**src/rtl/repetition_serial_decoder_pkg.sv**
```systemverilog
// Shared definitions for the repetition code family: state encoding,
// vote counter sizing, majority threshold and parameter legality check.
package repetition_serial_decoder_pkg;

  typedef enum logic {
    ST_COLLECT = 1'b0,
    ST_OUTPUT  = 1'b1
  } state_e;

  // Bits needed to count 0..rep votes.
  function automatic int count_width(input int rep);
    return $clog2(rep + 1);
  endfunction

  // A bit decodes to 1 when its vote count exceeds this value.
  function automatic int majority_threshold(input int rep);
    return rep / 2;
  endfunction

  // Odd and at least 3 so that a majority always exists.
  function automatic bit repetition_ok(input int rep);
    return (rep >= 3) && ((rep % 2) == 1);
  endfunction

endpackage

```
**src/rtl/repetition_vote_counter.sv**
```systemverilog
// One bit lane of the serial repetition decoder: counts the ones seen on
// this bit position across the copies of a word and reports the majority
// and disagreement including the copy currently being presented.
module repetition_vote_counter
  import repetition_serial_decoder_pkg::*;
#(
  parameter int REPETITION = 3
) (
  input  logic clock,
  input  logic resetn,
  input  logic clear,
  input  logic inc_en_i,
  input  logic last_i,
  input  logic bit_i,
  output logic majority_o,
  output logic disagree_o
);

  localparam int CW  = count_width(REPETITION);
  localparam int THR = majority_threshold(REPETITION);

  logic [CW-1:0] cnt_q;
  logic [CW-1:0] cnt_d;
  logic [CW-1:0] total_s;

  // Running total including the incoming bit; feeds the final decision.
  always_comb begin
    total_s    = cnt_q + {{(CW-1){1'b0}}, bit_i};
    majority_o = (total_s > CW'(THR));
    disagree_o = (total_s != {CW{1'b0}}) && (total_s != CW'(REPETITION));
  end

  // Counter update: abort wins, final copy restarts the count, else accumulate.
  always_comb begin
    cnt_d = cnt_q;
    if (clear) begin
      cnt_d = {CW{1'b0}};
    end else if (inc_en_i) begin
      if (last_i) begin
        cnt_d = {CW{1'b0}};
      end else begin
        cnt_d = total_s;
      end
    end else begin
      cnt_d = cnt_q;
    end
  end

  // Vote counter register.
  always_ff @(posedge clock or negedge resetn) begin
    if (!resetn) begin
      cnt_q <= {CW{1'b0}};
    end else begin
      cnt_q <= cnt_d;
    end
  end

endmodule

```
**src/rtl/repetition_serial_decoder.sv**
```systemverilog
// Serial repetition decoder: accepts REPETITION copies of a word one per
// transfer, majority-votes each bit and presents the decoded word with a
// flag telling whether any copy disagreed.
module repetition_serial_decoder
  import repetition_serial_decoder_pkg::*;
#(
  parameter int DATA_WIDTH = 8,
  parameter int REPETITION = 3
) (
  input  logic                  clock,
  input  logic                  resetn,
  input  logic                  clear,
  input  logic [DATA_WIDTH-1:0] copy_data,
  input  logic                  copy_valid,
  output logic                  copy_ready,
  output logic [DATA_WIDTH-1:0] data,
  output logic                  data_valid,
  input  logic                  data_ready,
  output logic                  corrected
);

  if (!repetition_ok(REPETITION)) begin : g_bad_repetition
    $error("REPETITION must be odd and >= 3");
  end

  localparam int IW = count_width(REPETITION);

  state_e                state_q;
  state_e                state_d;
  logic [IW-1:0]         idx_q;
  logic [IW-1:0]         idx_d;
  logic [DATA_WIDTH-1:0] data_q;
  logic [DATA_WIDTH-1:0] data_d;
  logic                  corr_q;
  logic                  corr_d;
  logic                  hs_s;
  logic                  last_s;
  logic [DATA_WIDTH-1:0] maj_s;
  logic [DATA_WIDTH-1:0] dis_s;

  assign hs_s   = copy_valid & copy_ready;
  assign last_s = (idx_q == IW'(REPETITION - 1));

  for (genvar i = 0; i < DATA_WIDTH; i++) begin : g_lane
    repetition_vote_counter #(
      .REPETITION (REPETITION)
    ) u_lane (
      .clock      (clock),
      .resetn     (resetn),
      .clear      (clear),
      .inc_en_i   (hs_s),
      .last_i     (last_s),
      .bit_i      (copy_data[i]),
      .majority_o (maj_s[i]),
      .disagree_o (dis_s[i])
    );
  end

  // State, copy index and decoded word registers.
  always_ff @(posedge clock or negedge resetn) begin
    if (!resetn) begin
      state_q <= ST_COLLECT;
      idx_q   <= {IW{1'b0}};
      data_q  <= {DATA_WIDTH{1'b0}};
      corr_q  <= 1'b0;
    end else begin
      state_q <= state_d;
      idx_q   <= idx_d;
      data_q  <= data_d;
      corr_q  <= corr_d;
    end
  end

  // Next state: collect copies until the last one, then hold the word until taken.
  always_comb begin
    state_d = state_q;
    idx_d   = idx_q;
    data_d  = data_q;
    corr_d  = corr_q;
    if (clear) begin
      state_d = ST_COLLECT;
      idx_d   = {IW{1'b0}};
    end else begin
      case (state_q)
        ST_COLLECT: begin
          if (hs_s) begin
            if (last_s) begin
              idx_d   = {IW{1'b0}};
              data_d  = maj_s;
              corr_d  = |dis_s;
              state_d = ST_OUTPUT;
            end else begin
              idx_d = idx_q + {{(IW-1){1'b0}}, 1'b1};
            end
          end else begin
            idx_d = idx_q;
          end
        end
        ST_OUTPUT: begin
          if (data_ready) begin
            state_d = ST_COLLECT;
          end else begin
            state_d = ST_OUTPUT;
          end
        end
        default: begin
          state_d = ST_COLLECT;
          idx_d   = {IW{1'b0}};
        end
      endcase
    end
  end

  // Outputs decode registered state only; abort and reset mask copy_ready.
  always_comb begin
    copy_ready = resetn & (state_q == ST_COLLECT) & ~clear;
    data_valid = (state_q == ST_OUTPUT);
    data       = data_q;
    corrected  = corr_q;
  end

endmodule

```
**config.mk**
```make
export PLATFORM = sky130hd
export DESIGN_NAME = repetition_serial_decoder
export DESIGN_NICKNAME = d
export VERILOG_FILES = /design/src/rtl/repetition_serial_decoder_pkg.sv /design/src/rtl/repetition_vote_counter.sv /design/src/rtl/repetition_serial_decoder.sv
export SDC_FILE = /design/constraint.sdc
export NUM_CORES = 1
export LEC_CHECK = 0
export BUFFER_PORTS_ARGS = -buffer_cell sky130_fd_sc_hd__buf_4
export CORE_MARGIN = 3
export CORE_UTILIZATION = 46
export CTS_CLUSTER_SIZE = 12
export DETAILED_ROUTE_END_ITERATION = 8
export PLACE_DENSITY = 0.65
export SLEW_MARGIN = 20
export SYNTH_ARGS = -nofsm -noshare
export SYNTH_HDL_FRONTEND = slang
export SYNTH_HIERARCHICAL = 1
export SYNTH_SLANG_ARGS = --single-unit
```
**constraint.sdc**
```tcl
create_clock -name clock -period 5.25 [get_ports clock]
set_clock_uncertainty 0.15 [all_clocks]
set_input_delay 1.05 -clock clock [delete_from_list [all_inputs] [get_ports clock]]
set_output_delay 1.05 -clock clock [all_outputs]
set_load 0.01 [all_outputs]
```
==> flow_summary.ini, run 1 <==
[final_layout]
drive_gt1_frac = 0.277
antenna_cells = 0
final_common_cell = dfrtp_1
nNetsFinal = 207
design_area_um2 = 2000
final_cell_mix = dfrtp_1 (28), buf_4 (24), nand3b_1 (17), nand2b_1 (16), ha_1 (16)
area_growth_pct = 17.4

[die]
core_area_um2 = 3440
die_area_um2 = 4480
rows = 21
die_y_um = 66.9
start_util = 0.496
io_pins = 24
die_w_um = 66.9

[route]
drt_iter0_drc = 42
vias_per_cell = 5.43
vias = 1211
dr.pass1.iters = 4
ant_nets = 0
route.detailed.drc = 0
wirelength_um = 3330
wire_per_inst_um = 14.9

[yosys]
synth_cells = 150
synth_cell_types = 22
netlist_area_um2 = 1710
yosysSeqAreaShare = 0.411
syn_nets = 179
ys_ff_latch = 28
syn_area_per_cell_um2 = 11.4
ys_warn_count = 6

[power]
powerDensity_nw_per_um2 = 222
p_leak_uw = 0.000896
peakVddDrop_v = 0.000118

[placement]
dpl_cell_area_um2 = 1930
portBuffers = 23
dpl.hpwl_um = 2340
place_congestion = 0.690

[setup_path]
reg2reg_slack_ns = 3.24
arrival_ns = 1.84
path_class = input port to output pin
crit_path_start_kind = input port
end_kind = output pin
crit_fanout = 30
r2r-start = g_lane[0].u_lane/cnt_q[0]$_DFFE_PN0P_
r2r-end = corrected$_DFFE_PN0P_
startpoint = resetn
crit_path_end = copy_ready
worst_ep_required_time_ns = 4.05
r2r_cells = 7

[global_route]
grt_antenna_before_repair = 0
overflow = 0
grt_use_total = 0.171
grt_first_pass_wirelength_um = 5830
grt_pass1_vias = 1263
grt_max_degree = 41

[sta]
tns_ns = 0
drv_slew = 0
relSlewSlack = 0.572
period_needed_ns = 3.04
rsz0062_at_grt = false
worst_slew_pin_slew_ns = 0.643
hold_viol = 0
fin_crit_sh = 0.580
finalSetupViolations = 0
maxClockFrequency_ghz = 0.329

[cts]
cts_hold_buf = 0
cts_buffers = 3
ctsResizeCount = 0
clk_path_buf_depth = 2
clk_latency_ns = 0.27
post-cts-setup-buffers = 0
cts_tree = yes
root_buffer = clkbuf_8
h-tree-depth = 1
clock-sinks = 28
clkTransAtPathRegs_ns = 0.10

[hold_path]
min_path_type = flop to flop
worstHoldPathCells = 1

[run]
maxCapViolations = 0

[outcome]
status = finished, final reports clean
[cell families after synthesis]
kind of cell	Yosys count	synth area share
AOI/OAI and AO/OA	26	0.147
xor gates and xnor gates	8	0.0411
adders and majority gates	16	0.117
buffers and inverters	9	0.0242
DFF	28	0.411
muxes	9	0.0594
and+or+nand+nor	54	0.201
[power by group]
| part | leakage [µW] | internal, µW | switching, µW |
|---|---|---|---|
| clock network | 0.0000357 | 102 | 66.7 |
| registers | 0.000388 | 220 | 3.06 |
| logic | 0.000472 | 24.1 | 29.1 |
[worst min-delay path by stage]
stage | slack [ns] | start | end
3_5_place_dp | 0.35 | data[4]$_DFFE_PN0P_ | data[4]$_DFFE_PN0P_
6_report | 0.37 | data[4]$_DFFE_PN0P_ | data[4]$_DFFE_PN0P_
5_1_grt | 0.39 | data[4]$_DFFE_PN0P_ | data[4]$_DFFE_PN0P_
2_1_floorplan | 0.36 | g_lane[0].u_lane/cnt_q[0]$_DFFE_PN0P_ | g_lane[0].u_lane/cnt_q[0]$_DFFE_PN0P_
3_3_place_gp | 0.34 | data[4]$_DFFE_PN0P_ | data[4]$_DFFE_PN0P_
4_1_cts | 0.37 | data[4]$_DFFE_PN0P_ | data[4]$_DFFE_PN0P_
[metal layers]
metal	up-vias	track usage	wire length (µm)
li1	595	-	-
met1	602	0.212	1470
met2	12	0.312	1750
met3	2	0.0202	83
met4	0	0.0380	20
met5	-	0	0
[flip-flops by register name, summed over array words and instances (netlist names)]
name                 count
corrected                1
idx_q                    2
data                     8
data_valid               1
g_lane.u_lane/cnt_q     16
[through the flow]
step                      hold slack [ns]  instances  worst slack, ns  total power (µW)   util
final                               0.368        223             2.21               445  0.582
after global routing                0.391        223             2.08               469  0.582
after CTS                           0.370        223             2.17               451  0.582
after detailed placement            0.347        219             2.18               281  0.562
after global placement              0.342        219             2.22               279  0.562
after floorplan                     0.360        150             2.71               255      -
[worst max-delay path, cell delays in order]
cell,delay (ns)
buf_4,0.33
nor3b_2,0.29
buf_4,0.16
[Yosys cell counts]
cell type  number  area share
nor3b_1         1      0.0044
a221oi_2        8       0.070
dfrtp_1        28        0.41
or3b_2          1      0.0051
nor2_1          8       0.018
buf_6           1      0.0066
inv_1           8       0.018
nand2_1         3      0.0066
or3_1           1      0.0037
nor2b_1         1      0.0037
a21bo_1         8       0.047
and3_1          1      0.0037
nand3b_1       17       0.075
nor4_1          2      0.0073
mux2_2          9       0.059
nor3b_2         1      0.0073
ha_1           16        0.12
and2_2          1      0.0044
a21oi_1        10       0.029
nand2b_1       16       0.059
xnor2_1         8       0.041
or2_2           1      0.0037
[area by class of cell]
class                      count  area, µm²
clock buffer                   3       41.3
tap                           46       57.6
timing repair buffer          24        180
multi-input combinational    113        965
inverter                       8       30.0
clock inverter                 1       30.0
sequential                    28        701
fill                         302       1440
(Power assumes the default switching activity.)
==> run 2: changes to the inputs <==
Clock period 5.25 ns to 3.17 ns, I/O delays scaled along.
==> flow_summary.ini, run 2 (synthesized netlist as in run 1, its figures left out) <==
[outcome]
status = finished, final reports clean

[global_route]
grt_first_pass_wirelength_um = 5510
grt_pass1_vias = 1226
overflow = 0
grt_max_degree = 41
grt_use_total = 0.164
grt_antenna_before_repair = 0

[setup_path]
crit_path_start_kind = input port
worst_ep_required_time_ns = 3.21
worst_path_largest_cell_delay_ns = 0.60
end_kind = flop
arrival_ns = 2.13
crit_slowest_cell = and2_2
path_buf_inv = 1
r2r-start = g_lane[1].u_lane/cnt_q[0]$_DFFE_PN0P_
r2r-end = corrected$_DFFE_PN0P_
path_cells = buf_4, nor3b_2, and2_2, nand3b_1, a221oi_2
path_class = input port to flop
reg2reg_slack_ns = 1.18
crit_fanout = 40
crit_family = simple AND/OR/NAND/NOR gates
r2r_cells = 7

[power]
p_leak_uw = 0.000894
peakVddDrop_v = 0.000174
powerDensity_nw_per_um2 = 342

[route]
wirelength_um = 3240
drt_iter0_drc = 84
route.detailed.drc = 0
vias_per_cell = 5.50
wire_per_inst_um = 14.5
vias = 1233
ant_nets = 0
dr.pass1.iters = 4

[final_layout]
design_area_um2 = 2000
antenna_cells = 0
postLayoutCoreUtil = 0.580
nNetsFinal = 208
largest_reg_flops = 16
area_growth_pct = 16.9
fill_cells = 305
regMostFlops = g_lane.u_lane/cnt_q
final_common_cell = dfrtp_1
fin_cells = 224
drive_gt1_frac = 0.281
final_cell_mix = dfrtp_1 (28), buf_4 (25), nand3b_1 (17), nand2b_1 (16), ha_1 (16)

[placement]
placed_cells_incl_taps = 220
dpl.hpwl_um = 2240
portBuffers = 23
dpl_cell_area_um2 = 1940
place_congestion = 0.772

[sta]
worst_slew_pin_slew_ns = 0.636
tns_ns = 0
whs_ns = 0.238
hold_viol = 0
rsz0062_at_grt = false
fin_crit_sh = 0.658
period_needed_ns = 2.08
finalSetupViolations = 0
maxClockFrequency_ghz = 0.480
relSlewSlack = 0.576
drv_slew = 0

[die]
io_pins = 24
rows = 21
core_area_um2 = 3440
die_w_um = 66.9
start_util = 0.496
die_area_um2 = 4480
die_y_um = 66.9

[cts]
clock-sinks = 28
ctsResizeCount = 0
clkTransAtPathRegs_ns = 0.10
root_buffer = clkbuf_8
post-cts-setup-buffers = 0
cts_tree = yes
clk_path_buf_depth = 2
cts_hold_buf = 0
clk_latency_ns = 0.28
h-tree-depth = 1
cts_buffers = 3

[run]
maxCapViolations = 0

[hold_path]
min_path_type = input port to async pin
-- run 2: layer usage --
layer	global-route usage	routed length (µm)	up-vias
li1	-	-	599
met1	0.202	1510	613
met2	0.286	1620	17
met3	0.0270	84	4
met4	0.0608	36	0
met5	0	0	-
-- run 2: report_power, final --
part	internal, µW	total [µW]	switching, µW
clock network	111	225	113
registers	364	369	4.88
logic	40.1	88.3	48.2
-- run 2: worst register-to-register path: stages, from the launching register on --
cell	delay (ns)
dfrtp_1	0.39
ha_1	0.22
xnor2_1	0.16
ha_1	0.28
inv_1	0.04
nor4_1	0.32
nand2_1	0.08
mux2_2	0.26
-- run 2: through the flow --
step | total power, µW | setup slack, ns
2_1_floorplan | 422 | 1.05
3_3_place_gp | 464 | 0.815
3_5_place_dp | 467 | 0.783
4_1_cts | 693 | 1.08
5_1_grt | 718 | 0.910
6_report | 682 | 1.09
-- run 2: area by class of cell --
class	instances	area [µm²]	share of cell area
multi-input combinational	113	965	0.483
timing repair buffer	25	188	0.0940
inverter	8	30.0	0.0150
sequential	28	701	0.351
tap	46	57.6	0.0288
clock buffer	4	55.1	0.0276
-- run 2: worst max path at each step --
stage / from / endpoint / slack, ns / cells past startpoint
after global placement: copy_data[1] / corrected$_DFFE_PN0P_ / 0.82 / 8
final: clear / g_lane[0].u_lane/cnt_q[1]$_DFFE_PN0P_ / 1.09 / 5
after global routing: clear / g_lane[7].u_lane/cnt_q[1]$_DFFE_PN0P_ / 0.91 / 5
after CTS: clear / g_lane[3].u_lane/cnt_q[1]$_DFFE_PN0P_ / 1.08 / 5
after detailed placement: clear / g_lane[3].u_lane/cnt_q[1]$_DFFE_PN0P_ / 0.78 / 5
after floorplan: copy_data[1] / corrected$_DFFE_PN0P_ / 1.05 / 7
